### config.mk
export PLATFORM = sky130hd
export DESIGN_NAME = multicycle_alu
export DESIGN_NICKNAME = d
export VERILOG_FILES = /design/src/rtl/multicycle_alu.sv
export SDC_FILE = /design/constraint.sdc
export NUM_CORES = 1
export LEC_CHECK = 0
export BUFFER_PORTS_ARGS = -buffer_cell sky130_fd_sc_hd__buf_4
export CAP_MARGIN = 20
export CORE_ASPECT_RATIO = 1.25
export CORE_MARGIN = 2
export CORE_UTILIZATION = 34
export DETAILED_ROUTE_END_ITERATION = 10
export SETUP_SLACK_MARGIN = 0.15
export SYNTH_ARGS = -nofsm -noshare
export SYNTH_HDL_FRONTEND = slang
export SYNTH_SLANG_ARGS = --single-unit
### constraint.sdc
create_clock -name iCLK -period 5.7 [get_ports iCLK]
set_input_delay 0.57 -clock iCLK [delete_from_list [all_inputs] [get_ports iCLK]]
set_output_delay 0.57 -clock iCLK [all_outputs]
set_load 0.02 [all_outputs]
### src/rtl/multicycle_alu.sv
// Multicycle ALU with single-cycle logic/shift ops plus iterative shift-add multiply and restoring divide.
// Define ALU_MULDIV_EN to build the multiply/divide datapath; otherwise opcodes 11-15 pass A in one cycle.
module multicycle_alu #(
    parameter int WIDTH = 32,
    parameter int CNT_W = 6
) (
    input  logic             iCLK,
    input  logic             iRST,
    input  logic             iStart,
    input  logic [3:0]       iControl,
    input  logic [WIDTH-1:0] iA,
    input  logic [WIDTH-1:0] iB,
    output logic             oBusy,
    output logic             oDone,
    output logic [WIDTH-1:0] oResult,
    output logic             oZero
);
    localparam int SH_W = $clog2(WIDTH);

`ifdef ALU_MULDIV_EN
    typedef enum logic [1:0] {S_IDLE, S_MUL, S_DIV, S_DONE} state_t;
`else
    typedef enum logic [1:0] {S_IDLE, S_DONE} state_t;
`endif

    state_t           state_reg, state_next;
    logic             accept;
    logic [SH_W-1:0]  shamt;
    logic [WIDTH-1:0] single_result;
    logic [WIDTH-1:0] result_reg;

    assign accept  = iStart && !oBusy;
    assign shamt   = iB[SH_W-1:0];
    assign oResult = result_reg;
    assign oZero   = (result_reg == '0);

    always_comb begin
        single_result = iA;
        case (iControl)
            4'd0:    single_result = iA & iB;
            4'd1:    single_result = iA | iB;
            4'd2:    single_result = iA + iB;
            4'd3:    single_result = iA - iB;
            4'd4:    single_result = {{(WIDTH-1){1'b0}}, ($signed(iA) < $signed(iB))};
            4'd5:    single_result = iB;
            4'd6:    single_result = iA ^ iB;
            4'd7:    single_result = {{(WIDTH-1){1'b0}}, (iA < iB)};
            4'd8:    single_result = iA << shamt;
            4'd9:    single_result = iA >> shamt;
            4'd10:   single_result = $unsigned($signed(iA) >>> shamt);
            default: single_result = iA;
        endcase
    end

`ifdef ALU_MULDIV_EN
    logic [CNT_W-1:0] cnt_reg;
    logic             last_iter;
    logic [WIDTH-1:0] a_reg, mcand_reg, mplier_reg, acc_reg;
    logic [WIDTH-1:0] divisor_reg, quot_reg, rem_reg;
    logic             a_neg_reg, b_neg_reg, div_zero_reg, is_rem_reg;
    logic             start_signed, start_a_neg, start_b_neg;
    logic [WIDTH-1:0] acc_next, quot_next, rem_next, div_result;
    logic [WIDTH:0]   div_shift, div_trial;

    assign start_signed = (iControl == 4'd12) || (iControl == 4'd14);
    assign start_a_neg  = start_signed && iA[WIDTH-1];
    assign start_b_neg  = start_signed && iB[WIDTH-1];
    assign last_iter    = (cnt_reg == CNT_W'(WIDTH-1));

    always_comb begin
        acc_next  = mplier_reg[0] ? acc_reg + mcand_reg : acc_reg;
        div_shift = {rem_reg, quot_reg[WIDTH-1]};
        div_trial = div_shift - {1'b0, divisor_reg};
        // Non-negative trial difference means the divisor fits: keep it and emit a 1.
        if (!div_trial[WIDTH]) begin
            quot_next = {quot_reg[WIDTH-2:0], 1'b1};
            rem_next  = div_trial[WIDTH-1:0];
        end else begin
            quot_next = {quot_reg[WIDTH-2:0], 1'b0};
            rem_next  = div_shift[WIDTH-1:0];
        end
        if (div_zero_reg)
            div_result = is_rem_reg ? a_reg : '1;
        else if (is_rem_reg)
            div_result = a_neg_reg ? -rem_next : rem_next;
        else
            div_result = (a_neg_reg ^ b_neg_reg) ? -quot_next : quot_next;
    end
`endif

    always_ff @(posedge iCLK) begin
        if (iRST)
            state_reg <= S_IDLE;
        else
            state_reg <= state_next;
    end

    always_comb begin
        state_next = state_reg;
        case (state_reg)
            S_IDLE, S_DONE: begin
                state_next = S_IDLE;
                if (accept) begin
                    state_next = S_DONE;
`ifdef ALU_MULDIV_EN
                    if (iControl == 4'd11)
                        state_next = S_MUL;
                    else if (iControl > 4'd11)
                        state_next = S_DIV;
`endif
                end
            end
`ifdef ALU_MULDIV_EN
            S_MUL, S_DIV: begin
                if (last_iter)
                    state_next = S_DONE;
            end
`endif
            default: state_next = S_IDLE;
        endcase
    end

    always_comb begin
        oBusy = 1'b0;
        oDone = 1'b0;
        case (state_reg)
            S_DONE: oDone = 1'b1;
`ifdef ALU_MULDIV_EN
            S_MUL, S_DIV: oBusy = 1'b1;
`endif
            default: ;
        endcase
    end

    always_ff @(posedge iCLK) begin
        if (iRST) begin
            result_reg <= '0;
`ifdef ALU_MULDIV_EN
            cnt_reg      <= '0;
            a_reg        <= '0;
            mcand_reg    <= '0;
            mplier_reg   <= '0;
            acc_reg      <= '0;
            divisor_reg  <= '0;
            quot_reg     <= '0;
            rem_reg      <= '0;
            a_neg_reg    <= 1'b0;
            b_neg_reg    <= 1'b0;
            div_zero_reg <= 1'b0;
            is_rem_reg   <= 1'b0;
`endif
        end else begin
            if (accept) begin
`ifdef ALU_MULDIV_EN
                if (iControl < 4'd11)
                    result_reg <= single_result;
                cnt_reg      <= '0;
                a_reg        <= iA;
                mcand_reg    <= iA;
                mplier_reg   <= iB;
                acc_reg      <= '0;
                rem_reg      <= '0;
                quot_reg     <= start_a_neg ? -iA : iA;
                divisor_reg  <= start_b_neg ? -iB : iB;
                a_neg_reg    <= start_a_neg;
                b_neg_reg    <= start_b_neg;
                div_zero_reg <= (iB == '0);
                is_rem_reg   <= iControl[1];
`else
                result_reg <= single_result;
`endif
            end
`ifdef ALU_MULDIV_EN
            if (state_reg == S_MUL) begin
                acc_reg    <= acc_next;
                mcand_reg  <= mcand_reg << 1;
                mplier_reg <= mplier_reg >> 1;
                cnt_reg    <= cnt_reg + CNT_W'(1);
                if (last_iter)
                    result_reg <= acc_next;
            end
            if (state_reg == S_DIV) begin
                quot_reg <= quot_next;
                rem_reg  <= rem_next;
                cnt_reg  <= cnt_reg + CNT_W'(1);
                if (last_iter)
                    result_reg <= div_result;
            end
`endif
        end
    end
endmodule

; Word-level counts from Yosys, hierarchy flattened
; Index checks and enable logic that the tools add are counted.
[word_totals]
regBits = 34
inputBits = 71
wordCells = 32
[op_classes]
n_addsub = 2
magnitude_cmp = 2
eq_ne = 11
n_shift = 3
mux = 3
bitwise = 4
n_reduce_logical = 5
[ops]
columns = op, n
row1 = $pmux 32 s11, 1
row2 = $lt 32x32->1, 2
row3 = $add 32x32->32, 1
row4 = $and 32x32->32, 1
row5 = $logic_not 32->1, 1
row6 = $or 32x32->32, 1
row7 = $shl 32x5->32, 1
row8 = $shr 32x5->32, 1
row9 = $sshr 32x5->32, 1
row10 = $sub 32x32->32, 1
row11 = $xor 32x32->32, 1
row12 = $eq 4x3->1 const B, 4
row13 = $eq 4x4->1 const B, 3
row14 = $eq 4x2->1 const B, 2
row15 = $eq 4x1->1 const B, 1
row16 = $logic_not 4->1, 1
row17 = $reduce_or 2->1, 2
row18 = $eq 2x1->1 const B, 1
row19 = $logic_not 2->1, 1
row20 = $mux 1, 2
row21 = $not 1->1, 1

; Logic depth before layout (Yosys ltp)
[depth]
ltp_word = 4
ltp_mapped = 15

; Least setup slack after synthesis
; Ideal clock, no wire load.
[synth_path]
kind = in2reg
start = input port iB[2]
end = register result_reg[24], in the netlist oResult[24]
setup_time_ns = 0.112
arrival_ns = 3.854
slack_ns = 1.733
cell_stages = 15
path_buffers = 4
cell_sequence = buf_2 -> buf_4 -> inv_1 -> buf_2 -> buf_1 -> ha_1 -> nor2b_4 -> o31a_1 -> o41a_4 -> a2111o_1 -> a41oi_1 -> xnor2_1 -> nand2_1 -> o311a_1 -> a2111oi_1
[synth_via]
elab_chain_len = 2
elab_cells_between_ends = 6
cone_classes = add/sub: 2 / shift: 3 / mux: 1
[synth_lines]
columns = element, line
row1 = from (decl), 12  ; input logic [WIDTH-1:0] iB,
row2 = $sub 32x32->32 (tied with other cells), 43  ; 4'd3: single_result = iA - iB;
row3 = $pmux 32 s11 (*), 39  ; case (iControl)
row4 = to (signal assigned), 170  ; result_reg <= single_result;
row5 = to (decl), 30  ; logic [WIDTH-1:0] result_reg;
; Every way passes the cells marked *; elsewhere a longest branch is shown, timed or not.
; A chain may end at the register's enable or synchronous reset.

; Worst setup path after layout
[layout_path]
start = input port iB[2]
end = register result_reg[30], in the netlist oResult[30]
; The elaborated chain is that of the path after synthesis.

==> flow_summary.ini <==
[run_status]
status = finished clean

[clock_tree]
htree_levels = 2
clockRootBuffer = clkbuf_16
post-cts-setup-buffers = 0
insertion_delay_ns = 0.30
hold_buffers = 0
cts_tree = built
cts_buffer_depth = 2
numClockSinks = 33
path_clk_slew_ns = 0.06
post_cts_resized = 0
cts_buffers = 5

[timing]
min_period_ns = 4.13
relSlewSlack_pct = 15.7
hold_viol_final = 0
worst_slew_pin_slew_ns = 1.26
clock_skew_ns = 0
holdWs_ns = 0.466
setup_viol = 0
rsz0062_at_grt = no
worst_slack_ns = 1.57
finalCritPeriodShare_pct = 72.5
report.final.slew_viol_count = 0
final.setup.tns_ns = 0
fmax_mhz = 242

[pwr]
power.density_nw_per_um2 = 145
peakVddDrop_mv = 0.0968
p_leak_nw = 4.94

[run]
cap_violations = 0

[die]
die_y_um = 204
ioPinCount = 106
row_count = 73
die_w_um = 164
core_um2 = 31600
die_area_um2 = 33400
start_util_pct = 34.4

[placement]
port_buffers = 104
place_inst = 1981
placed_area_um2 = 11800
place.gp.congestion = 0.991
dp_hpwl_um = 43800
preCtsSetupSlack_ns = 1.35

[synthesis]
synthDistinctLibCells = 89
yosysWarnings = 0
ys_ff_latch = 33
postSynth.asyncResetShare_pct = 0
synth_flop_cell = dfxtp_1
yosysSeqAreaShare_pct = 6.08
syn_area_um2 = 10900
syn-instance-count = 1578
synth_area_per_cell_um2 = 6.88
synth_nets = 1751
synth_edf_count = 0

[global_route]
track_usage_pct = 33.4
grt_pass1_vias = 12586
gr-total-overflow = 0
grt_pass1_wl_um = 83200
grt_max_degree = 75
antenna_found_initial = 3

[critical_path]
cp.arrival_ns = 4.36
path_buf_inv = 3
path_max_fanout = 37
crit_type = in2reg
worstPathCellList = buf_4 -> inv_1 -> buf_4 -> ha_1 -> o21bai_1 -> a2111oi_0 -> nor3_1 -> nor3_1 -> a2bb2oi_1 -> a21bo_1 -> a2111oi_0 -> nor2_1 -> a21oi_1
cpLargestDelayFamily = compound AO/OA/AOI/OAI gates
critPathLaunchType = primary input
crit_slowest_cell = a2111oi_0
cpPeakStageDelay_ns = 0.84
cp_data_required_time_ns = 5.93
crit_path_end_kind = register

[layout]
layout_commonest_cell = nor2_1
antenna_cells = 0
design_area_um2 = 12000
seq_area_um2 = 661
finalNonFillerCells = 1990
layout_common_cells = nor2_1, a21oi_1, nand2_1
fillers = 3483
drive_gt1_share_pct = 13.6
fin_nets = 1750
multiInputGateArea_um2 = 9270
area_growth_pct = 10.2
largest_reg_flops = 32

[worst_hold_path]
min_path_type = reg2reg

[routing]
firstDrtPassIters = 5
drt-initial-drc-count = 1646
num_vias = 13279
drt_wl_total_um = 56900
vias_per_cell = 6.67
wl_per_cell_um = 28.6
drcViolationCount = 0
postRouteAntennaNets = 0
-- tightest hold or removal path, cell delays in order, from the launching register on --
cell and delay (ns):
dfxtp_1 0.32, nand2_1 0.05, o21ai_1 0.05
-- synthesized netlist by cell type, drive strengths merged, types with 26 or more instances --
master    n  share of area (%)
o211ai   26                1.8
nand2   140                4.8
nor3     26                1.2
ha      100                 12
clkbuf   95                3.3
mux2i    57                5.3
nor4     27                1.6
dfxtp    33                6.1
a211oi   33                2.3
inv     101                3.5
buf      47                2.3
nor2    182                6.3
o21ai   122                5.6
a21oi   148                6.8
mux4     40                8.3
-- cells by family after synthesis --
| family | share of synthesized area (%) |
|---|---|
| mux | 15.2 |
| fa+ha+maj | 11.9 |
| compound gates | 36.2 |
| buf+inv | 9.12 |
| xor+xnor | 0.403 |
| other cells | 0.0345 |
| simple gates | 21.1 |
| flops | 6.08 |
-- cell type report --
| class | count | area share, % |
|---|---|---|
| well taps | 412 | 4.31 |
| inverters | 103 | 3.23 |
| clock buffers | 7 | 1.11 |
| clock inverters | 1 | 0.0627 |
| flip-flops and latches | 33 | 5.52 |
| repair buffers | 134 | 8.38 |
| multi-input cells | 1300 | 77.4 |
-- per-stage QoR --
step / util (%) / power, W
2_1_floorplan: - / 0.000994
3_5_place_dp: 37.4 / 0.00142
4_1_cts: 37.9 / 0.00171
3_3_place_gp: 37.4 / 0.00142
5_1_grt: 37.9 / 0.00182
6_report: 37.9 / 0.00174
-- routing by layer --
metal | wire (µm) | GRT usage [%] | share of wire (%)
met4 | 3200 | 17.0 | 5.6
met2 | 26400 | 54.1 | 46
met1 | 22800 | 44.1 | 40
met5 | 7 | 0 | 0.012
met3 | 4470 | 2.98 | 7.8
-- where the power goes --
part           total (W)  switching [W]  internal [W]
Sequential      0.000282      0.0000303      0.000252
Clock           0.000294       0.000130      0.000163
Combinational    0.00117       0.000761      0.000405
-- path summary, 6_finish.rpt --
path                                               start                  endpoint  slack, ns  cells after the start
worst max register to register  oResult[30]$_SDFFE_PP0P_  oResult[30]$_SDFFE_PP0P_       3.70                      8
worst min register to register   oResult[7]$_SDFFE_PP0P_   oResult[7]$_SDFFE_PP0P_       0.47                      2
worst min-delay path             oResult[7]$_SDFFE_PP0P_   oResult[7]$_SDFFE_PP0P_       0.47                      2
worst max-delay path                               iB[2]  oResult[30]$_SDFFE_PP0P_       1.57                     13
(Power assumes the default switching activity.)
